[src/rtl/ili9341_spi_rx_pkg.sv]
// ili9341_pkg: shared definitions for the ILI9341 SPI receiver.
//   - Command opcodes decoded by the receiver.
//   - Parameter FSM state encoding.
//   - RGB565 field widths.
//   - A helper that resolves inverted window bounds.
// The optional statistics counters are enabled with the macro ILI_RX_STATS_EN.
package ili9341_pkg;

    localparam logic [7:0] CMD_SWRESET = 8'h01;
    localparam logic [7:0] CMD_CASET   = 8'h2A;
    localparam logic [7:0] CMD_PASET   = 8'h2B;
    localparam logic [7:0] CMD_RAMWR   = 8'h2C;

    localparam int RGB565_R_W = 5;
    localparam int RGB565_G_W = 6;
    localparam int RGB565_B_W = 5;
    localparam int RGB565_W   = RGB565_R_W + RGB565_G_W + RGB565_B_W;

    typedef enum logic [2:0] {
        ST_IDLE,
        ST_CASET,
        ST_PASET,
        ST_RAMWR_HI,
        ST_RAMWR_LO
    } rx_state_t;

    // A window whose start lies beyond its end collapses to the single start
    // coordinate, so the effective end is the larger of the two.
    function automatic logic [15:0] window_end(input logic [15:0] first,
                                               input logic [15:0] last);
        return (first > last) ? first : last;
    endfunction

endpackage

[src/rtl/ili9341_spi_rx_if.sv]
// ili9341_spi_rx_if: bundles the 4-wire SPI pins and the decoded outputs
// of the ILI9341 receiver.
//   master modport : drives spi_sck/spi_mosi/spi_cs/spi_dc, observes results
//   slave modport  : the receiver (consumes SPI pins, drives byte/pixel outputs)
// With ILI_RX_STATS_EN defined, cmd_count[15:0] and pix_count[31:0] are added.
interface ili9341_spi_rx_if;
    import ili9341_pkg::*;

    logic                spi_sck;
    logic                spi_mosi;
    logic                spi_cs;
    logic                spi_dc;

    logic                byte_valid;
    logic [7:0]          byte_data;
    logic                byte_is_data;
    logic [7:0]          cur_cmd;
    logic                pix_valid;
    logic [15:0]         pix_x;
    logic [15:0]         pix_y;
    logic [RGB565_W-1:0] pix_rgb;
    logic                frame_err;
`ifdef ILI_RX_STATS_EN
    logic [15:0]         cmd_count;
    logic [31:0]         pix_count;
`endif

    modport master (
        output spi_sck, output spi_mosi, output spi_cs, output spi_dc,
        input  byte_valid, input byte_data, input byte_is_data, input cur_cmd,
        input  pix_valid, input pix_x, input pix_y, input pix_rgb, input frame_err
`ifdef ILI_RX_STATS_EN
        , input cmd_count, input pix_count
`endif
    );

    modport slave (
        input  spi_sck, input spi_mosi, input spi_cs, input spi_dc,
        output byte_valid, output byte_data, output byte_is_data, output cur_cmd,
        output pix_valid, output pix_x, output pix_y, output pix_rgb, output frame_err
`ifdef ILI_RX_STATS_EN
        , output cmd_count, output pix_count
`endif
    );

endinterface

[src/rtl/ili9341_spi_rx_byte.sv]
// spi_byte_rx: synchronises the SPI pins into the clk domain and assembles
// MSB-first bytes on rising sck while cs is low.
//   clk, rst      system clock, asynchronous active-low reset
//   sck/mosi/cs/dc raw SPI pins
//   byte_valid    one-cycle pulse, SYNC_STAGES+1 clks after the 8th sck edge
//   byte_data     assembled byte, held until the next byte_valid
//   byte_is_data  dc level sampled with the 8th bit
//   abort         one-cycle pulse when cs rises with a partial byte pending
module spi_byte_rx #(
    parameter int SYNC_STAGES = 2
) (
    input  logic       clk,
    input  logic       rst,
    input  logic       sck,
    input  logic       mosi,
    input  logic       cs,
    input  logic       dc,
    output logic       byte_valid,
    output logic [7:0] byte_data,
    output logic       byte_is_data,
    output logic       abort
);

    logic [SYNC_STAGES-1:0] sck_sync;
    logic [SYNC_STAGES-1:0] mosi_sync;
    logic [SYNC_STAGES-1:0] cs_sync;
    logic [SYNC_STAGES-1:0] dc_sync;

    logic       sck_s, mosi_s, cs_s, dc_s;
    logic       sck_prev;
    logic [2:0] bit_cnt;
    logic [6:0] shift_reg;

    // All four pins go through identical chains so mosi/dc/cs stay aligned
    // with the sck edge that samples them. cs resets to its inactive level.
    always_ff @(posedge clk or negedge rst) begin
        if (!rst) begin
            sck_sync  <= '0;
            mosi_sync <= '0;
            cs_sync   <= '1;
            dc_sync   <= '0;
        end else begin
            sck_sync  <= {sck_sync[SYNC_STAGES-2:0], sck};
            mosi_sync <= {mosi_sync[SYNC_STAGES-2:0], mosi};
            cs_sync   <= {cs_sync[SYNC_STAGES-2:0], cs};
            dc_sync   <= {dc_sync[SYNC_STAGES-2:0], dc};
        end
    end

    assign sck_s  = sck_sync[SYNC_STAGES-1];
    assign mosi_s = mosi_sync[SYNC_STAGES-1];
    assign cs_s   = cs_sync[SYNC_STAGES-1];
    assign dc_s   = dc_sync[SYNC_STAGES-1];

    // cs high holds the bit counter at zero; a non-zero count seen while cs
    // is high means the byte was cut short, which is flagged exactly once
    // because the counter is cleared in the same cycle.
    always_ff @(posedge clk or negedge rst) begin
        if (!rst) begin
            sck_prev     <= 1'b0;
            bit_cnt      <= '0;
            shift_reg    <= '0;
            byte_valid   <= 1'b0;
            byte_data    <= '0;
            byte_is_data <= 1'b0;
            abort        <= 1'b0;
        end else begin
            sck_prev   <= sck_s;
            byte_valid <= 1'b0;
            abort      <= 1'b0;
            if (cs_s) begin
                bit_cnt <= '0;
                if (bit_cnt != 3'd0) begin
                    abort <= 1'b1;
                end
            end else if (sck_s && !sck_prev) begin
                shift_reg <= {shift_reg[5:0], mosi_s};
                bit_cnt   <= bit_cnt + 3'd1;
                if (bit_cnt == 3'd7) begin
                    byte_valid   <= 1'b1;
                    byte_data    <= {shift_reg, mosi_s};
                    byte_is_data <= dc_s;
                end
            end
        end
    end

endmodule

[src/rtl/ili9341_spi_rx.sv]
// ili9341_spi_rx: receiving end of the ILI9341 4-wire SPI link.
// Decodes CASET/PASET/RAMWR and emits one (x, y, rgb565) event per pixel.
//   clk   system clock, at least 4x the sck frequency
//   rst   asynchronous active-low reset
//   bus   ili9341_spi_rx_if.slave: SPI pins in; byte_valid/byte_data/
//         byte_is_data/cur_cmd/pix_valid/pix_x/pix_y/pix_rgb/frame_err out
// Parameters: SYNC_STAGES (>=2) input synchroniser depth, MAX_X/MAX_Y panel
// size used for the reset address window.
// Optional macro ILI_RX_STATS_EN adds bus.cmd_count and bus.pix_count.
module ili9341_spi_rx
    import ili9341_pkg::*;
#(
    parameter int SYNC_STAGES = 2,
    parameter int MAX_X       = 240,
    parameter int MAX_Y       = 320
) (
    input  logic                  clk,
    input  logic                  rst,
    ili9341_spi_rx_if.slave       bus
);

    logic       rx_valid;
    logic [7:0] rx_data;
    logic       rx_is_data;
    logic       rx_abort;

    spi_byte_rx #(.SYNC_STAGES(SYNC_STAGES)) u_byte_rx (
        .clk          (clk),
        .rst          (rst),
        .sck          (bus.spi_sck),
        .mosi         (bus.spi_mosi),
        .cs           (bus.spi_cs),
        .dc           (bus.spi_dc),
        .byte_valid   (rx_valid),
        .byte_data    (rx_data),
        .byte_is_data (rx_is_data),
        .abort        (rx_abort)
    );

    rx_state_t           state;
    logic [2:0]          param_idx;
    logic [7:0]          param_b0, param_b1, param_b2;
    logic [15:0]         xs, xe, ys, ye;
    logic [15:0]         x, y;
    logic [7:0]          pix_hi;
    logic [7:0]          cur_cmd;
    logic                frame_err;
    logic                pix_valid;
    logic [15:0]         pix_x, pix_y;
    logic [RGB565_W-1:0] pix_rgb;

    // Command/parameter FSM plus address counters. A command byte always
    // restarts parameter collection and abandons any half pixel, since
    // pix_hi is only consumed from RAMWR_LO. cs does not touch the state,
    // so a RAMWR stream continues across transactions.
    always_ff @(posedge clk or negedge rst) begin
        if (!rst) begin
            state     <= ST_IDLE;
            param_idx <= '0;
            param_b0  <= '0;
            param_b1  <= '0;
            param_b2  <= '0;
            xs        <= '0;
            xe        <= 16'(MAX_X - 1);
            ys        <= '0;
            ye        <= 16'(MAX_Y - 1);
            x         <= '0;
            y         <= '0;
            pix_hi    <= '0;
            cur_cmd   <= 8'h00;
            frame_err <= 1'b0;
            pix_valid <= 1'b0;
            pix_x     <= '0;
            pix_y     <= '0;
            pix_rgb   <= '0;
        end else begin
            pix_valid <= 1'b0;
            if (rx_valid && !rx_is_data) begin
                cur_cmd   <= rx_data;
                param_idx <= '0;
                frame_err <= 1'b0;
                case (rx_data)
                    CMD_CASET: state <= ST_CASET;
                    CMD_PASET: state <= ST_PASET;
                    CMD_RAMWR: begin
                        state <= ST_RAMWR_HI;
                        x     <= xs;
                        y     <= ys;
                    end
                    default:   state <= ST_IDLE;
                endcase
            end else if (rx_valid) begin
                case (state)
                    ST_CASET, ST_PASET: begin
                        // Index saturates at 4 so trailing bytes are ignored.
                        if (param_idx != 3'd4) begin
                            param_idx <= param_idx + 3'd1;
                        end
                        case (param_idx)
                            3'd0: param_b0 <= rx_data;
                            3'd1: param_b1 <= rx_data;
                            3'd2: param_b2 <= rx_data;
                            3'd3: begin
                                if (state == ST_CASET) begin
                                    xs <= {param_b0, param_b1};
                                    xe <= {param_b2, rx_data};
                                end else begin
                                    ys <= {param_b0, param_b1};
                                    ye <= {param_b2, rx_data};
                                end
                            end
                            default: ;
                        endcase
                    end
                    ST_RAMWR_HI: begin
                        pix_hi <= rx_data;
                        state  <= ST_RAMWR_LO;
                    end
                    ST_RAMWR_LO: begin
                        pix_valid <= 1'b1;
                        pix_x     <= x;
                        pix_y     <= y;
                        pix_rgb   <= {pix_hi, rx_data};
                        state     <= ST_RAMWR_HI;
                        if (x == window_end(xs, xe)) begin
                            x <= xs;
                            if (y == window_end(ys, ye)) begin
                                y <= ys;
                            end else begin
                                y <= y + 16'd1;
                            end
                        end else begin
                            x <= x + 16'd1;
                        end
                    end
                    default: ;
                endcase
            end
            if (rx_abort) begin
                frame_err <= 1'b1;
            end
        end
    end

`ifdef ILI_RX_STATS_EN
    logic [15:0] cmd_count;
    logic [31:0] pix_count;

    // Free-running counters that wrap naturally at all-ones.
    always_ff @(posedge clk or negedge rst) begin
        if (!rst) begin
            cmd_count <= '0;
            pix_count <= '0;
        end else begin
            if (rx_valid && !rx_is_data) begin
                cmd_count <= cmd_count + 16'd1;
            end
            if (rx_valid && rx_is_data && state == ST_RAMWR_LO) begin
                pix_count <= pix_count + 32'd1;
            end
        end
    end

    assign bus.cmd_count = cmd_count;
    assign bus.pix_count = pix_count;
`endif

    assign bus.byte_valid   = rx_valid;
    assign bus.byte_data    = rx_data;
    assign bus.byte_is_data = rx_is_data;
    assign bus.cur_cmd      = cur_cmd;
    assign bus.pix_valid    = pix_valid;
    assign bus.pix_x        = pix_x;
    assign bus.pix_y        = pix_y;
    assign bus.pix_rgb      = pix_rgb;
    assign bus.frame_err    = frame_err;

endmodule

[src/flat_wrapper.sv]
// flat-port wrapper written by rule: the top's interface ports become plain ports
module ili9341_spi_rx_flat import ili9341_pkg::*;
#(
    parameter int SYNC_STAGES = 2,
    parameter int MAX_X       = 240,
    parameter int MAX_Y       = 320
)
  (clk, rst, bus_spi_sck, bus_spi_mosi, bus_spi_cs, bus_spi_dc, bus_byte_valid, bus_byte_data, bus_byte_is_data, bus_cur_cmd, bus_pix_valid, bus_pix_x, bus_pix_y, bus_pix_rgb, bus_frame_err);
  ili9341_spi_rx_if bus_i ();
  input  logic clk;
  input  logic rst;
  input wire logic [$bits(bus_i.spi_sck)-1:0] bus_spi_sck;
  input wire logic [$bits(bus_i.spi_mosi)-1:0] bus_spi_mosi;
  input wire logic [$bits(bus_i.spi_cs)-1:0] bus_spi_cs;
  input wire logic [$bits(bus_i.spi_dc)-1:0] bus_spi_dc;
  output wire logic [$bits(bus_i.byte_valid)-1:0] bus_byte_valid;
  output wire logic [$bits(bus_i.byte_data)-1:0] bus_byte_data;
  output wire logic [$bits(bus_i.byte_is_data)-1:0] bus_byte_is_data;
  output wire logic [$bits(bus_i.cur_cmd)-1:0] bus_cur_cmd;
  output wire logic [$bits(bus_i.pix_valid)-1:0] bus_pix_valid;
  output wire logic [$bits(bus_i.pix_x)-1:0] bus_pix_x;
  output wire logic [$bits(bus_i.pix_y)-1:0] bus_pix_y;
  output wire logic [$bits(bus_i.pix_rgb)-1:0] bus_pix_rgb;
  output wire logic [$bits(bus_i.frame_err)-1:0] bus_frame_err;
  assign bus_i.spi_sck = bus_spi_sck;
  assign bus_i.spi_mosi = bus_spi_mosi;
  assign bus_i.spi_cs = bus_spi_cs;
  assign bus_i.spi_dc = bus_spi_dc;
  assign bus_byte_valid = bus_i.byte_valid;
  assign bus_byte_data = bus_i.byte_data;
  assign bus_byte_is_data = bus_i.byte_is_data;
  assign bus_cur_cmd = bus_i.cur_cmd;
  assign bus_pix_valid = bus_i.pix_valid;
  assign bus_pix_x = bus_i.pix_x;
  assign bus_pix_y = bus_i.pix_y;
  assign bus_pix_rgb = bus_i.pix_rgb;
  assign bus_frame_err = bus_i.frame_err;
  ili9341_spi_rx #(.SYNC_STAGES(SYNC_STAGES), .MAX_X(MAX_X), .MAX_Y(MAX_Y)) u_core (.clk(clk), .rst(rst), .bus(bus_i));
endmodule
[config.mk]
export PLATFORM = sky130hd
export DESIGN_NAME = ili9341_spi_rx_flat
export DESIGN_NICKNAME = d
export VERILOG_FILES = /design/src/rtl/ili9341_spi_rx_pkg.sv /design/src/rtl/ili9341_spi_rx_if.sv /design/src/rtl/ili9341_spi_rx_byte.sv /design/src/rtl/ili9341_spi_rx.sv /design/src/flat_wrapper.sv
export SDC_FILE = /design/constraint.sdc
export NUM_CORES = 1
export LEC_CHECK = 0
export BUFFER_PORTS_ARGS = -buffer_cell sky130_fd_sc_hd__clkbuf_2
export CAP_MARGIN = 20
export CORE_UTILIZATION = 45
export DETAILED_ROUTE_END_ITERATION = 7
export HOLD_SLACK_MARGIN = 0.03
export MAX_ROUTING_LAYER = met4
export SLEW_MARGIN = 20
export SYNTH_ARGS = -nofsm -noshare
export SYNTH_HDL_FRONTEND = slang
export SYNTH_SLANG_ARGS = --single-unit
[constraint.sdc]
create_clock -name clk -period 5.7 [get_ports clk]
set_input_delay 0.855 -clock clk [delete_from_list [all_inputs] [get_ports clk]]
set_output_delay 0.855 -clock clk [all_outputs]
set_load 0.005 [all_outputs]
# [Word level (Yosys, flattened, before mapping)]
# Index checks and enable logic that the tools add are counted.
[op_classes] addsub=4 order_cmp=2 eq_ne=15 muxes=33 bitwise_logic=3 n_reduce_logical=28
[op_table] op="2-to-1 mux 16 bit" n=13
[op_table] op="adder 16 x 1 -> 16 bit (second input constant)" n=2
[op_table] op="equality test 16 bit" n=2
[op_table] op="greater-than comparator 16 bit" n=2
[op_table] op="equality test 8 x 6 -> 1 bit (second input constant)" n=3
[op_table] op="2-to-1 mux 3 bit" n=8
[op_table] op="AND reduction 4 bit" n=4
[op_table] op="AND reduction 3 bit" n=5
[op_table] op="nonzero test 2 bit" n=7
[op_table] op="equality test 3 x 2 -> 1 bit (second input constant)" n=4
[op_table] op="2-to-1 mux 1 bit" n=10
[op_table] op="AND reduction 5 bit" n=2
[op_table] op="adder 3 x 1 -> 3 bit (second input constant)" n=2
[op_table] op="equality test 3 x 1 -> 1 bit (second input constant)" n=2
[op_table] op="equality test 3 bit (second input constant)" n=2
[op_table] op="one-hot mux 2 bit (3 select lines)" n=1
[op_table] op="one-hot mux 3 bit (2 select lines)" n=1
[op_table] op="nonzero test 3 bit" n=2
[op_table] op="AND reduction 2 bit" n=2
[op_table] op="zero test 3 bit" n=1
[op_table] op="!= test 3 bit (second input constant)" n=1
[op_table] op="NOT 1 bit" n=3
[op_table] op="logical AND 1 bit" n=2
[op_table] op="zero test 1 bit" n=2
[op_table] op="other kinds (2)" n=2
[word_totals] register_bits=222 in_bits=6 out_inout_bits=68 elab_cells=114

# [Logic depth before layout (Yosys ltp)]
# Gate-level depths: netlist of run 1.
[logic_depth] word_depth=8 ltp_mapped=13

# [Modules after synthesis]
# From an unflattened synthesis of run 1, not the netlist that was laid out.
[hier_totals] cells_unflattened=1055 area_unflattened_um2=11461.0
[modules_own_cells] module="ili9341_spi_rx" n_inst=1 cells_each=991 area_each_um2=10376.2
[modules_own_cells] module="spi_byte_rx" n_inst=1 cells_each=64 area_each_um2=1084.8

# [Least setup slack after synthesis of run 1]
# No wires, ideal clock.
[synth_timing] path_kind="register to register" start="register u_core.xe[7]" end="register u_core.x[5]" setup_ps=126 arrival_ps=2791 t_required_ps=5574 slack_ps=2783 path_stages_with_launch=14 cell_sequence="dfstp_2 inv_1 ha_1 nand2_1 nor4_1 a21bo_2 a31o_4 a211o_1 o211ai_2 buf_6 nand2_4 buf_8 mux2i_1 a311o_1"
[synth_via] elab_chain_len=7
[synth_rtl] item="start, declared" line="ili9341_spi_rx.sv:43" rtl="logic [15:0] xs, xe, ys, ye;"
[synth_rtl] item="start signal, assigned" line="ili9341_spi_rx.sv:64" rtl="xe <= 16'(MAX_X - 1);"
[synth_rtl] item="start signal, assigned" line="ili9341_spi_rx.sv:106" rtl="xe <= {param_b2, rx_data};"
[synth_rtl] item="greater-than comparator 16 bit" line="ili9341_spi_rx_pkg.sv:31" rtl="return (first > last) ? first : last;"
[synth_rtl] item="2-to-1 mux 16 bit *" line="ili9341_spi_rx_pkg.sv:31"
[synth_rtl] item="equality test 16 bit *" line="ili9341_spi_rx.sv:125" rtl="if (x == window_end(xs, xe)) begin"
[synth_rtl] item="2-to-1 mux 16 bit *" line="ili9341_spi_rx.sv:125"
[synth_rtl] item="2-to-1 mux 16 bit *" line="ili9341_spi_rx.sv:93" rtl="case (state)"
[synth_rtl] item="2-to-1 mux 16 bit *" line="ili9341_spi_rx.sv:92" rtl="end else if (rx_valid) begin"
[synth_rtl] item="2-to-1 mux 16 bit *" line="ili9341_spi_rx.sv:78" rtl="if (rx_valid && !rx_is_data) begin"
[synth_rtl] item="end signal, assigned" line="ili9341_spi_rx.sv:87" rtl="x <= xs;"
[synth_rtl] item="end signal, assigned" line="ili9341_spi_rx.sv:126" rtl="x <= xs;"
[synth_rtl] item="end signal, assigned" line="ili9341_spi_rx.sv:133" rtl="x <= x + 16'd1;"
[synth_rtl] item="end, declared" line="ili9341_spi_rx.sv:44" rtl="logic [15:0] x, y;"
# Every way passes the cells marked *; elsewhere a longest branch is shown, timed or not. The select of a mux whose other input is x is not followed.
# A chain may end at the register's enable or synchronous reset.

# [Final worst setup path of run 1]
[layout_timing] start="register u_core.xe[15]" end="register u_core.x[3]"
# The elaborated chain is that of the path after synthesis.

==> flow_results.xml, run 1 <==
<?xml version="1.0" encoding="UTF-8"?>
<metrics>
  <group name="detailed_routing">
    <metric name="drt_iter0_drcs" unit="">405</metric>
    <metric name="post_drt_wl_per_cell" unit="um">18.3</metric>
    <metric name="postRouteWirelength" unit="mm">25.4</metric>
    <metric name="detail-route-antenna-nets" unit="">0</metric>
    <metric name="avgViaCountPerCell" unit="">5.39</metric>
    <metric name="detail_route.drc_violations" unit="">0</metric>
    <metric name="drtPass1Iterations" unit="">5</metric>
    <metric name="via_count_of_the_routed_design" unit="">7469</metric>
  </group>
  <group name="die">
    <metric name="die_width" unit="um">158</metric>
    <metric name="floorplan.initialDensity" unit="">0.462</metric>
    <metric name="floorplan.core_area" unit="um2">23700</metric>
    <metric name="ioPinCount" unit="">74</metric>
    <metric name="die_area" unit="um2">24900</metric>
    <metric name="rows" unit="">56</metric>
    <metric name="floorplan.die.height" unit="um">158</metric>
  </group>
  <group name="worst_setup_path">
    <metric name="critPathKind" unit="">flop to flop</metric>
    <metric name="worst-r2r-setup-slack" unit="ns">2.12</metric>
    <metric name="worst_ep_required" unit="ns">6.11</metric>
    <metric name="critical_path_cell_count" unit="">11</metric>
    <metric name="crit_path_cell_trace" unit="">inv_1 -&gt; ha_1 -&gt; nand4_1 -&gt; nor4_1 -&gt; a21bo_2 -&gt; a311oi_1 -&gt; a211oi_2 -&gt; o211ai_2 -&gt; nand2_4 -&gt; and3_1 -&gt; a221o_1</metric>
    <metric name="path_delay_family" unit="">compound AO/OA/AOI/OAI gates</metric>
    <metric name="count_of_buffer_and_inverter_cells_on_the_critical_path" unit="">1</metric>
    <metric name="rr_startpoint" unit="">u_core.xe[15]</metric>
    <metric name="endpoint_type_of_the_worst_setup_path" unit="">flop</metric>
    <metric name="worstSetupStartpoint" unit="">u_core.xe[15]</metric>
    <metric name="reg2reg_depth" unit="">11</metric>
    <metric name="cp_slowest_cell" unit="">sky130_fd_sc_hd__o211ai_2</metric>
    <metric name="cp_data_arrival_time" unit="ns">3.99</metric>
    <metric name="crit_path_max_incr_delay" unit="ns">0.53</metric>
    <metric name="critical_path_source_type" unit="">flop</metric>
    <metric name="worst-path-max-fanout" unit="">21</metric>
  </group>
  <group name="placement">
    <metric name="port-buffer-count" unit="">73</metric>
    <metric name="detailedPlacementHpwl" unit="mm">17.4</metric>
    <metric name="placed_area" unit="um2">11500</metric>
    <metric name="place_worst_setup_slack" unit="ns">2.17</metric>
    <metric name="gp_routability_congestion" unit="">0.883</metric>
  </group>
  <group name="global_routing">
    <metric name="overall_overflow_remaining_after_global_route" unit="">0</metric>
    <metric name="globalRouteTotalUtil" unit="">0.220</metric>
    <metric name="initial_antenna_violation_count" unit="">0</metric>
    <metric name="global_route_wire_length_before_repair" unit="mm">41.1</metric>
    <metric name="grt_start_max_net_pins" unit="">127</metric>
    <metric name="grt_pass1_vias" unit="">7392</metric>
  </group>
  <group name="final_layout">
    <metric name="seq_area" unit="um2">5580</metric>
    <metric name="multi_input_comb_area" unit="um2">4840</metric>
    <metric name="finalNetCount" unit="">1097</metric>
    <metric name="drive_above_1_share" unit="">0.255</metric>
    <metric name="layout-area-overhead-vs-synth" unit="%">13.2</metric>
    <metric name="num_antenna_cells" unit="">0</metric>
    <metric name="fillers" unit="">2194</metric>
    <metric name="post-route-cell-area" unit="um2">12400</metric>
  </group>
  <group name="yosys">
    <metric name="synthMostInstantiatedCell" unit="">sky130_fd_sc_hd__dfrtp_1</metric>
    <metric name="share_of_synthesized_area_occupied_by_flip_flops_and_latches" unit="">0.510</metric>
    <metric name="dominant_combinational_cell_family_by_area_after_synthesis" unit="">multiplexers</metric>
    <metric name="muxShareOfSynthArea" unit="">0.153</metric>
    <metric name="synth_edf_count" unit="">0</metric>
    <metric name="leading_post_synthesis_cells_by_cell_area" unit="">sky130_fd_sc_hd__dfrtp_1 (47%), sky130_fd_sc_hd__mux2_2 (13%), sky130_fd_sc_hd__ha_1 (4.8%)</metric>
    <metric name="synth.top_cell.area_share" unit="">0.471</metric>
    <metric name="syn_nets" unit="">1048</metric>
    <metric name="ys_seq_elements" unit="">222</metric>
    <metric name="mean_instance_size_in_the_synthesized_netlist" unit="um2">10.9</metric>
    <metric name="netlist_top_cells_count" unit="">sky130_fd_sc_hd__dfrtp_1 (206), sky130_fd_sc_hd__mux2_2 (122), sky130_fd_sc_hd__nand2_1 (119), sky130_fd_sc_hd__inv_1 (70), sky130_fd_sc_hd__o21ai_0 (70)</metric>
    <metric name="synth_cells" unit="">1000</metric>
    <metric name="synthAdderAreaFrac" unit="">0.0480</metric>
    <metric name="synth_simple_gate_area_frac" unit="">0.0986</metric>
    <metric name="yosysUniqueCellTypes" unit="">61</metric>
    <metric name="yosys_warnings" unit="">0</metric>
    <metric name="asyncSetResetFlopFracSynth" unit="">1.00</metric>
    <metric name="ys_dominant_reg_cell" unit="">sky130_fd_sc_hd__dfrtp_1</metric>
    <metric name="post-synth-top-area-cell" unit="">sky130_fd_sc_hd__dfrtp_1</metric>
    <metric name="synth_compound_gate_area_share" unit="">0.0966</metric>
    <metric name="syn-cell-area" unit="um2">10900</metric>
    <metric name="post_synth_xor_area_fraction" unit="">0.0448</metric>
  </group>
  <group name="clock_network">
    <metric name="postCtsResizedCells" unit="">0</metric>
    <metric name="clockBufferDepth" unit="">3</metric>
    <metric name="clk_latency" unit="ns">0.53</metric>
    <metric name="cts_tree" unit="">done</metric>
    <metric name="clock_pin_slew_of_the_registers_on_the_worst_case_setup_and_hold_paths" unit="ns">0.06</metric>
    <metric name="clock_sink_count" unit="">222</metric>
    <metric name="clock-root-buffer" unit="">sky130_fd_sc_hd__clkbuf_16</metric>
    <metric name="post_cts_buffers" unit="">0</metric>
    <metric name="cts_hold_repair.buffers" unit="">0</metric>
    <metric name="cts.htree.levels" unit="">1</metric>
    <metric name="cts_made_buffers" unit="">25</metric>
  </group>
  <group name="sta">
    <metric name="timing.final.crit_share" unit="">0.628</metric>
    <metric name="timing.final.ws_setup" unit="ns">2.12</metric>
    <metric name="worst_tran_pin_value" unit="ns">0.892</metric>
    <metric name="period_needed" unit="ns">3.58</metric>
    <metric name="max_slew_margin" unit="">0.406</metric>
    <metric name="timing.clock.skew" unit="ns">0.0158</metric>
    <metric name="hold_violation_count_in_the_final_report" unit="">0</metric>
    <metric name="final-max-slew-violation-count" unit="">0</metric>
    <metric name="fmax" unit="GHz">0.279</metric>
    <metric name="rsz_0062_raised_after_global_routing" unit="">false</metric>
    <metric name="fin_setup_tns" unit="ns">0</metric>
    <metric name="setup_viol" unit="">0</metric>
  </group>
  <group name="pwr">
    <metric name="power.density" unit="nW/um2">265</metric>
    <metric name="power.ir.vdd_worst" unit="uV">283</metric>
    <metric name="total_leakage_power" unit="nW">6.29</metric>
  </group>
  <group name="outcome">
    <metric name="run_status" unit="">complete, no violations</metric>
  </group>
  <group name="flow_run">
    <metric name="drv.max_cap_violation_count" unit="">0</metric>
  </group>
  <group name="hold_path">
    <metric name="hold_path_class" unit="">primary input to asynchronous set/reset pin</metric>
  </group>
</metrics>
## report_power, final
| group | switching [W] | internal [W] |
|---|---|---|
| Clock | 0.000636 | 0.000969 |
| Sequential | 0.0000144 | 0.00160 |
| Combinational | 0.0000390 | 0.0000226 |
## per-layer routing
metal / vias to the layer above / global-route usage / part of all wire
met3: 22 / 0.0293 / 0.038
met2: 144 / 0.343 / 0.46
met4: 0 / 0.0384 / 0.015
met1: 3720 / 0.309 / 0.49
li1: 3583 / - / -
met5: - / - / 0
## worst register-to-register path, delay by kind of cell (launching register included)
family | cells | cell delay, ns
buffers and inverters | 1 | 0.08
AND/OR/NAND/NOR | 4 | 1.14
flip-flops | 1 | 0.37
adder cells (fa/ha/maj) | 1 | 0.33
AO/OA/AOI/OAI | 5 | 1.53
## worst paths after layout
check                                                    end
worst min-delay path                     u_core.bus.pix_y[9]
worst max-delay path                             u_core.x[3]
worst min register to register  u_core.u_byte_rx.sck_sync[1]
max in group asynchronous              u_core.bus.pix_rgb[0]
min in group clk                u_core.u_byte_rx.sck_sync[1]
worst max register to register                   u_core.x[3]
## final cells by class
class                      instances  area share
timing repair buffer              84      0.0386
clock buffer                      39      0.0588
multi-input combinational        646       0.391
clock inverter                     7     0.00768
tap                              319      0.0322
sequential                       222       0.450
inverter                          70      0.0212
## metrics by stage
step | power, W | hold slack (ns) | util | instances
6_report | 0.00328 | 0.191 | 0.523 | 1387
4_1_cts | 0.00333 | 0.350 | 0.522 | 1386
3_3_place_gp | 0.00171 | 0.332 | 0.487 | 1340
5_1_grt | 0.00339 | 0.194 | 0.523 | 1387
2_1_floorplan | 0.00166 | 0.331 | - | 1000
3_5_place_dp | 0.00171 | 0.336 | 0.487 | 1340
## cell families after synthesis
group / Yosys count
AND/OR/NAND/NOR: 232
flip-flops: 222
AO/OA/AOI/OAI: 164
adder cells (fa/ha/maj): 42
XOR/XNOR: 56
buffers and inverters: 132
multiplexers: 152
## cell usage in the layout (no fill, tap or decap), drive strengths merged, types with 3 or more instances in the layout
cell type,netlist,routed
a2111oi,3,3
a21o,3,3
a21oi,36,36
a221oi,4,4
a22oi,18,18
a311oi,3,3
and2,7,7
and3,16,16
buf,10,12
clkbuf,52,111
clkinv,0,3
dfrtp,206,206
dfstp,16,16
ha,42,42
inv,70,72
mux2,122,122
mux2i,30,30
nand2,120,120
nand2b,4,4
nand3,21,21
nand4,12,12
nor2,24,24
nor2b,3,3
nor3,4,4
nor4,10,10
o21ai,71,71
or3,3,3
xnor2,24,24
xor2,32,32
(Power assumes the default switching activity.)
==> run 2: changes to the inputs <==
- clock period: 5.7 -> 3.19 ns (I/O delays scaled with it)
==> flow_results.xml, run 2 (synthesis results as in run 1) <==
<?xml version="1.0" encoding="UTF-8"?>
<metrics>
  <group name="pwr">
    <metric name="power.ir.vdd_worst" unit="uV">459</metric>
    <metric name="total_leakage_power" unit="nW">6.74</metric>
    <metric name="power.density" unit="nW/um2">439</metric>
  </group>
  <group name="global_routing">
    <metric name="initial_antenna_violation_count" unit="">0</metric>
    <metric name="global_route_wire_length_before_repair" unit="mm">42.0</metric>
    <metric name="overall_overflow_remaining_after_global_route" unit="">0</metric>
    <metric name="grt_start_max_net_pins" unit="">73</metric>
    <metric name="globalRouteTotalUtil" unit="">0.225</metric>
    <metric name="grt_pass1_vias" unit="">7525</metric>
  </group>
  <group name="outcome">
    <metric name="run_status" unit="">complete, no violations</metric>
  </group>
  <group name="final_layout">
    <metric name="layout-area-overhead-vs-synth" unit="%">22.4</metric>
    <metric name="drive_above_1_share" unit="">0.339</metric>
    <metric name="final_cells" unit="">1461</metric>
    <metric name="seq_area" unit="um2">5580</metric>
    <metric name="finalNetCount" unit="">1172</metric>
    <metric name="post-route-cell-area" unit="um2">13400</metric>
    <metric name="num_antenna_cells" unit="">0</metric>
    <metric name="multi_input_comb_area" unit="um2">5160</metric>
    <metric name="final_core_util" unit="">0.566</metric>
    <metric name="final_common_cell" unit="">sky130_fd_sc_hd__dfrtp_1</metric>
    <metric name="fillers" unit="">2088</metric>
    <metric name="layout.cells.most_common_list" unit="">sky130_fd_sc_hd__dfrtp_1 (206), sky130_fd_sc_hd__mux2_2 (122), sky130_fd_sc_hd__nand2_1 (119), sky130_fd_sc_hd__clkbuf_2 (72), sky130_fd_sc_hd__buf_4 (71)</metric>
  </group>
  <group name="worst_setup_path">
    <metric name="count_of_buffer_and_inverter_cells_on_the_critical_path" unit="">3</metric>
    <metric name="worst_ep_required" unit="ns">3.58</metric>
    <metric name="worst-path-max-fanout" unit="">7</metric>
    <metric name="cp_slowest_cell" unit="">sky130_fd_sc_hd__dfstp_2</metric>
    <metric name="endpoint_type_of_the_worst_setup_path" unit="">flop</metric>
    <metric name="crit_path_cell_trace" unit="">inv_4 -&gt; ha_4 -&gt; nand4_1 -&gt; or3_4 -&gt; o221a_4 -&gt; a2111oi_4 -&gt; nor2_2 -&gt; o41ai_4 -&gt; buf_6 -&gt; buf_12 -&gt; mux2i_1 -&gt; a22oi_1</metric>
    <metric name="cp_data_arrival_time" unit="ns">3.54</metric>
    <metric name="critical_path_source_type" unit="">flop</metric>
    <metric name="critPathKind" unit="">flop to flop</metric>
    <metric name="path_delay_family" unit="">compound AO/OA/AOI/OAI gates</metric>
    <metric name="crit_path_max_incr_delay" unit="ns">0.54</metric>
  </group>
  <group name="die">
    <metric name="die_area" unit="um2">24900</metric>
    <metric name="rows" unit="">56</metric>
    <metric name="floorplan.initialDensity" unit="">0.462</metric>
    <metric name="floorplan.core_area" unit="um2">23700</metric>
    <metric name="ioPinCount" unit="">74</metric>
    <metric name="die_width" unit="um">158</metric>
    <metric name="floorplan.die.height" unit="um">158</metric>
  </group>
  <group name="sta">
    <metric name="max_slew_margin" unit="">0.378</metric>
    <metric name="hold-worst-slack" unit="ns">0.0554</metric>
    <metric name="hold_violation_count_in_the_final_report" unit="">0</metric>
    <metric name="timing.clock.skew" unit="ns">0.0200</metric>
    <metric name="period_needed" unit="ns">3.14</metric>
    <metric name="timing.final.crit_share" unit="">0.985</metric>
    <metric name="setup_viol" unit="">0</metric>
    <metric name="timing.final.ws_setup" unit="ns">0.0475</metric>
    <metric name="final-max-slew-violation-count" unit="">0</metric>
    <metric name="fmax" unit="GHz">0.318</metric>
    <metric name="rsz_0062_raised_after_global_routing" unit="">true</metric>
    <metric name="worst_tran_pin_value" unit="ns">0.931</metric>
  </group>
  <group name="placement">
    <metric name="place.detailed.instances" unit="">1383</metric>
    <metric name="place_worst_setup_slack" unit="ns">0.00994</metric>
    <metric name="detailedPlacementHpwl" unit="mm">18.3</metric>
    <metric name="placed_area" unit="um2">11900</metric>
    <metric name="gp_routability_congestion" unit="">0.852</metric>
    <metric name="port-buffer-count" unit="">73</metric>
  </group>
  <group name="clock_network">
    <metric name="cts_made_buffers" unit="">25</metric>
    <metric name="clock_sink_count" unit="">222</metric>
    <metric name="clk_latency" unit="ns">0.53</metric>
    <metric name="clockBufferDepth" unit="">3</metric>
    <metric name="cts_tree" unit="">done</metric>
    <metric name="cts.htree.levels" unit="">1</metric>
    <metric name="clock_pin_slew_of_the_registers_on_the_worst_case_setup_and_hold_paths" unit="ns">0.06</metric>
    <metric name="clock-root-buffer" unit="">sky130_fd_sc_hd__clkbuf_16</metric>
  </group>
  <group name="detailed_routing">
    <metric name="detail-route-antenna-nets" unit="">0</metric>
    <metric name="drt_iter0_drcs" unit="">467</metric>
    <metric name="post_drt_wl_per_cell" unit="um">18.6</metric>
    <metric name="detail_route.drc_violations" unit="">0</metric>
    <metric name="postRouteWirelength" unit="mm">27.2</metric>
    <metric name="via_count_of_the_routed_design" unit="">7861</metric>
    <metric name="drtPass1Iterations" unit="">5</metric>
    <metric name="avgViaCountPerCell" unit="">5.38</metric>
  </group>
  <group name="flow_run">
    <metric name="drv.max_cap_violation_count" unit="">0</metric>
  </group>
  <group name="hold_path">
    <metric name="hold_path_class" unit="">primary input to flop</metric>
  </group>
</metrics>
run 2: cell count changes in the layout (fill, tap and decap cells not counted), sizes merged:
cell	change
buf	+70
clkbuf	-4
clkinv	+4
clkinvlp	+3
dlygate4sd3	+2
inv	-1
run 2: report_power, final:
group,leakage (nW),internal (W),switching (W)
Clock,0.402,0.00170,0.00118
Combinational,3.33,0.0000439,0.0000706
Sequential,3.01,0.00286,0.0000267
run 2: path summary, 6_finish.rpt:
check                                              start                       endpoint  slack, ns  cells after the start
setup / recovery                            u_core.ye[8]                   u_core.y[12]       0.05                     12
hold / removal                                bus_spi_dc    u_core.u_byte_rx.dc_sync[0]       0.06                      1
setup reg to reg                            u_core.ye[8]                   u_core.y[12]       0.05                     12
hold reg to reg            u_core.u_byte_rx.mosi_sync[0]  u_core.u_byte_rx.mosi_sync[1]       0.34                      0
max in group asynchronous                            rst                   u_core.ye[1]       1.81                      3
min in group asynchronous                            rst            u_core.bus.pix_y[9]       0.51                      2
run 2: repair_timing:
| item | CTS | global route |
|---|---|---|
| hold buffers | 2 | 0 |
| cloned | 0 | 4 |
| setup buffers | 0 | 27 |
| pin swaps | 0 | 30 |
| endpoints found under the setup margin | 3 | 30 |
| hold endpoints to repair | 63 | 0 |
| resized for setup | 1 | 55 |
run 2: area by class of cell:
class,instances,area share
Timing Repair Buffer,159,0.0872
Multi-Input combinational cell,646,0.385
Sequential cell,222,0.416
Inverter,70,0.0198
Clock inverter,13,0.0103
Clock buffer,32,0.0517
Tap cell,319,0.0298
run 2: per-layer routing:
metal / up-vias / GRT usage / wire length, um
li1: 3716 / - / -
met1: 3918 / 0.315 / 12800
met2: 192 / 0.345 / 12600
met3: 35 / 0.0315 / 1180
met4: 0 / 0.0555 / 563
met5: - / - / 0
run 2: stage by stage:
| step | total power, W | setup TNS, ns |
|---|---|---|
| 2_1_floorplan | 0.00297 | 0 |
| 3_3_place_gp | 0.00306 | -0.0705 |
| 3_5_place_dp | 0.00306 | 0 |
| 4_1_cts | 0.00596 | 0 |
| 5_1_grt | 0.00609 | -0.449 |
| 6_report | 0.00589 | 0 |
==> run 3: changes to the inputs <==
- BUFFER_PORTS_ARGS: -buffer_cell sky130_fd_sc_hd__clkbuf_2 -> default
- CAP_MARGIN: 20 -> 40
- DONT_BUFFER_PORTS: default -> 1
==> flow_results.xml, run 3 (synthesis results as in run 1) <==
<?xml version="1.0" encoding="UTF-8"?>
<metrics>
  <group name="final_layout">
    <metric name="drive_above_1_share" unit="">0.278</metric>
    <metric name="fillers" unit="">2104</metric>
    <metric name="final_core_util" unit="">0.541</metric>
    <metric name="final_common_cell" unit="">sky130_fd_sc_hd__dfrtp_1</metric>
    <metric name="layout-area-overhead-vs-synth" unit="%">17.0</metric>
    <metric name="finalNetCount" unit="">1089</metric>
    <metric name="num_antenna_cells" unit="">0</metric>
    <metric name="post-route-cell-area" unit="um2">12800</metric>
    <metric name="layout.cells.most_common_list" unit="">sky130_fd_sc_hd__dfrtp_1 (204), sky130_fd_sc_hd__mux2_2 (122), sky130_fd_sc_hd__nand2_1 (119), sky130_fd_sc_hd__o21ai_0 (68), sky130_fd_sc_hd__inv_1 (66)</metric>
  </group>
  <group name="pwr">
    <metric name="total_leakage_power" unit="nW">6.34</metric>
    <metric name="power.share.switching" unit="">0.217</metric>
    <metric name="power.density" unit="nW/um2">453</metric>
    <metric name="power.ir.vdd_worst" unit="uV">547</metric>
    <metric name="power_frac_comb" unit="">0.008</metric>
    <metric name="total_switching_power" unit="W">0.00126</metric>
    <metric name="p_seq_frac" unit="">0.498</metric>
    <metric name="clkPwrFrac" unit="">0.494</metric>
    <metric name="power.total" unit="W">0.00580</metric>
    <metric name="p_int" unit="W">0.00454</metric>
  </group>
  <group name="global_routing">
    <metric name="global_route_wire_length_before_repair" unit="mm">41.0</metric>
    <metric name="overall_overflow_remaining_after_global_route" unit="">0</metric>
    <metric name="initial_antenna_violation_count" unit="">0</metric>
    <metric name="grt_start_max_net_pins" unit="">223</metric>
    <metric name="grt_pass1_vias" unit="">7385</metric>
    <metric name="globalRouteTotalUtil" unit="">0.221</metric>
  </group>
  <group name="die">
    <metric name="floorplan.die.height" unit="um">158</metric>
    <metric name="ioPinCount" unit="">74</metric>
    <metric name="floorplan.initialDensity" unit="">0.462</metric>
    <metric name="die_width" unit="um">158</metric>
    <metric name="rows" unit="">56</metric>
    <metric name="die_area" unit="um2">24900</metric>
    <metric name="floorplan.core_area" unit="um2">23700</metric>
  </group>
  <group name="worst_setup_path">
    <metric name="endpoint_type_of_the_worst_setup_path" unit="">flop</metric>
    <metric name="critical_path_source_type" unit="">flop</metric>
    <metric name="worstSetupStartpoint" unit="">u_core.ye[4]</metric>
    <metric name="reg2reg_depth" unit="">12</metric>
    <metric name="crit_path_cell_trace" unit="">inv_2 -&gt; ha_4 -&gt; nand4_1 -&gt; or3_4 -&gt; o221a_4 -&gt; a2111oi_4 -&gt; nor2_2 -&gt; o41ai_4 -&gt; buf_6 -&gt; buf_8 -&gt; mux2i_1 -&gt; a22oi_1</metric>
    <metric name="cp_data_arrival_time" unit="ns">3.55</metric>
    <metric name="cp_slowest_cell" unit="">sky130_fd_sc_hd__dfstp_2</metric>
    <metric name="worst_ep_required" unit="ns">3.61</metric>
    <metric name="crit_path_max_incr_delay" unit="ns">0.54</metric>
    <metric name="critPathKind" unit="">flop to flop</metric>
    <metric name="rr_startpoint" unit="">u_core.ye[4]</metric>
    <metric name="worst-path-max-fanout" unit="">5</metric>
  </group>
  <group name="clock_network">
    <metric name="clockBufferDepth" unit="">3</metric>
    <metric name="cts_made_buffers" unit="">25</metric>
    <metric name="cts_tree" unit="">done</metric>
    <metric name="clock-root-buffer" unit="">sky130_fd_sc_hd__clkbuf_16</metric>
    <metric name="cts_hold_repair.buffers" unit="">4</metric>
    <metric name="cts.htree.levels" unit="">1</metric>
    <metric name="clock_sink_count" unit="">222</metric>
    <metric name="clk_latency" unit="ns">0.54</metric>
    <metric name="clock_pin_slew_of_the_registers_on_the_worst_case_setup_and_hold_paths" unit="ns">0.06</metric>
  </group>
  <group name="sta">
    <metric name="hold-worst-slack" unit="ns">-0.368</metric>
    <metric name="worst_tran_pin_value" unit="ns">0.751</metric>
    <metric name="period_needed" unit="ns">3.13</metric>
    <metric name="max_slew_margin" unit="">0.497</metric>
    <metric name="fmax" unit="GHz">0.319</metric>
    <metric name="timing.final.crit_share" unit="">0.982</metric>
    <metric name="final-max-slew-violation-count" unit="">0</metric>
    <metric name="setup_viol" unit="">0</metric>
    <metric name="timing.clock.skew" unit="ns">0.0219</metric>
    <metric name="hold_violation_count_in_the_final_report" unit="">213</metric>
    <metric name="rsz_0062_raised_after_global_routing" unit="">true</metric>
  </group>
  <group name="hold_path">
    <metric name="hold_path_class" unit="">primary input to asynchronous set/reset pin</metric>
  </group>
  <group name="flow_run">
    <metric name="drv.max_cap_violation_count" unit="">0</metric>
  </group>
  <group name="detailed_routing">
    <metric name="drtPass1Iterations" unit="">5</metric>
    <metric name="via_count_of_the_routed_design" unit="">7560</metric>
    <metric name="avgViaCountPerCell" unit="">5.49</metric>
    <metric name="detail-route-antenna-nets" unit="">0</metric>
    <metric name="postRouteWirelength" unit="mm">26.9</metric>
    <metric name="post_drt_wl_per_cell" unit="um">19.5</metric>
    <metric name="detail_route.drc_violations" unit="">0</metric>
    <metric name="drt_iter0_drcs" unit="">477</metric>
  </group>
  <group name="placement">
    <metric name="placed_area" unit="um2">11500</metric>
    <metric name="detailedPlacementHpwl" unit="mm">17.7</metric>
    <metric name="gp_routability_congestion" unit="">0.852</metric>
    <metric name="port-buffer-count" unit="">0</metric>
  </group>
  <group name="outcome">
    <metric name="violated_checks" unit="">hold timing</metric>
    <metric name="run_status" unit="">finished with violations</metric>
  </group>
</metrics>
-- run 3: cell types whose count changed in the layout (fill, tap and decap cells not counted), sizes merged --
cell | before | now
dlygate4sd3 | 2 | 4
clkinv | 7 | 9
clkbuf | 107 | 31
buf | 82 | 68
inv | 71 | 74
-- run 3: worst paths after layout --
check,to,slack [ns]
worst min-delay path,u_core.bus.pix_y[9],-0.37
worst max register to register,u_core.y[13],0.06
min in group clk,u_core.u_byte_rx.sck_sync[1],0.35
worst min register to register,u_core.u_byte_rx.sck_sync[1],0.35
max in group asynchronous,u_core.u_byte_rx.sck_sync[0],3.03
worst max-delay path,u_core.y[13],0.06
-- run 3: routing by layer --
metal | vias up | wire length [um] | GRT usage
li1 | 3566 | - | -
met1 | 3772 | 12500 | 0.303
met2 | 179 | 12600 | 0.339
met3 | 43 | 1400 | 0.0394
met4 | 0 | 457 | 0.0559
met5 | - | 0 | -
-- run 3: cell type report --
class	count	area [um2]	area share
tap	319	399	0.0312
sequential	222	5580	0.436
inverter	70	263	0.0205
multi-input combinational	646	5050	0.394
clock buffer	27	643	0.0502
clock inverter	18	176	0.0138
timing repair buffer	76	698	0.0545
-- run 3: power by group through the flow --
| stage | logic [W] | clock network (W) | registers [W] |
|---|---|---|---|
| after floorplan | 0.0000415 | 0 | 0.00293 |
| after global placement | 0.0000431 | 0 | 0.00294 |
| after detailed placement | 0.0000456 | 0 | 0.00294 |
| after CTS | 0.0000496 | 0.00293 | 0.00289 |
| after global routing | 0.0000517 | 0.00305 | 0.00289 |
| final | 0.0000484 | 0.00287 | 0.00289 |
-- run 3: through the flow --
step	cells	TNS, ns	hold WS (ns)	worst slack [ns]
after floorplan	1000	0	0.183	0.273
after global placement	1308	0	0.190	0.0850
after detailed placement	1308	0	0.190	0.0187
after CTS	1357	0	-0.385	0.00944
after global routing	1378	-0.391	-0.394	-0.0533
final	1378	0	-0.368	0.0581
-- run 3: critical path, delay by kind of cell (launching register included) --
kind | cells | cell delay [ns]
AO/OA/AOI/OAI | 4 | 0.99
adder cells (fa/ha/maj) | 1 | 0.25
flip-flops | 1 | 0.54
AND/OR/NAND/NOR | 3 | 0.62
buffers and inverters | 3 | 0.39
multiplexers | 1 | 0.23
-- run 3: repair_timing --
item / 4_1_cts / 5_1_grt
resized for setup: 0 / 44
endpoints found under the hold margin: 226 / 222
endpoints found under the setup margin: 0 / 31
setup buffers: 0 / 14
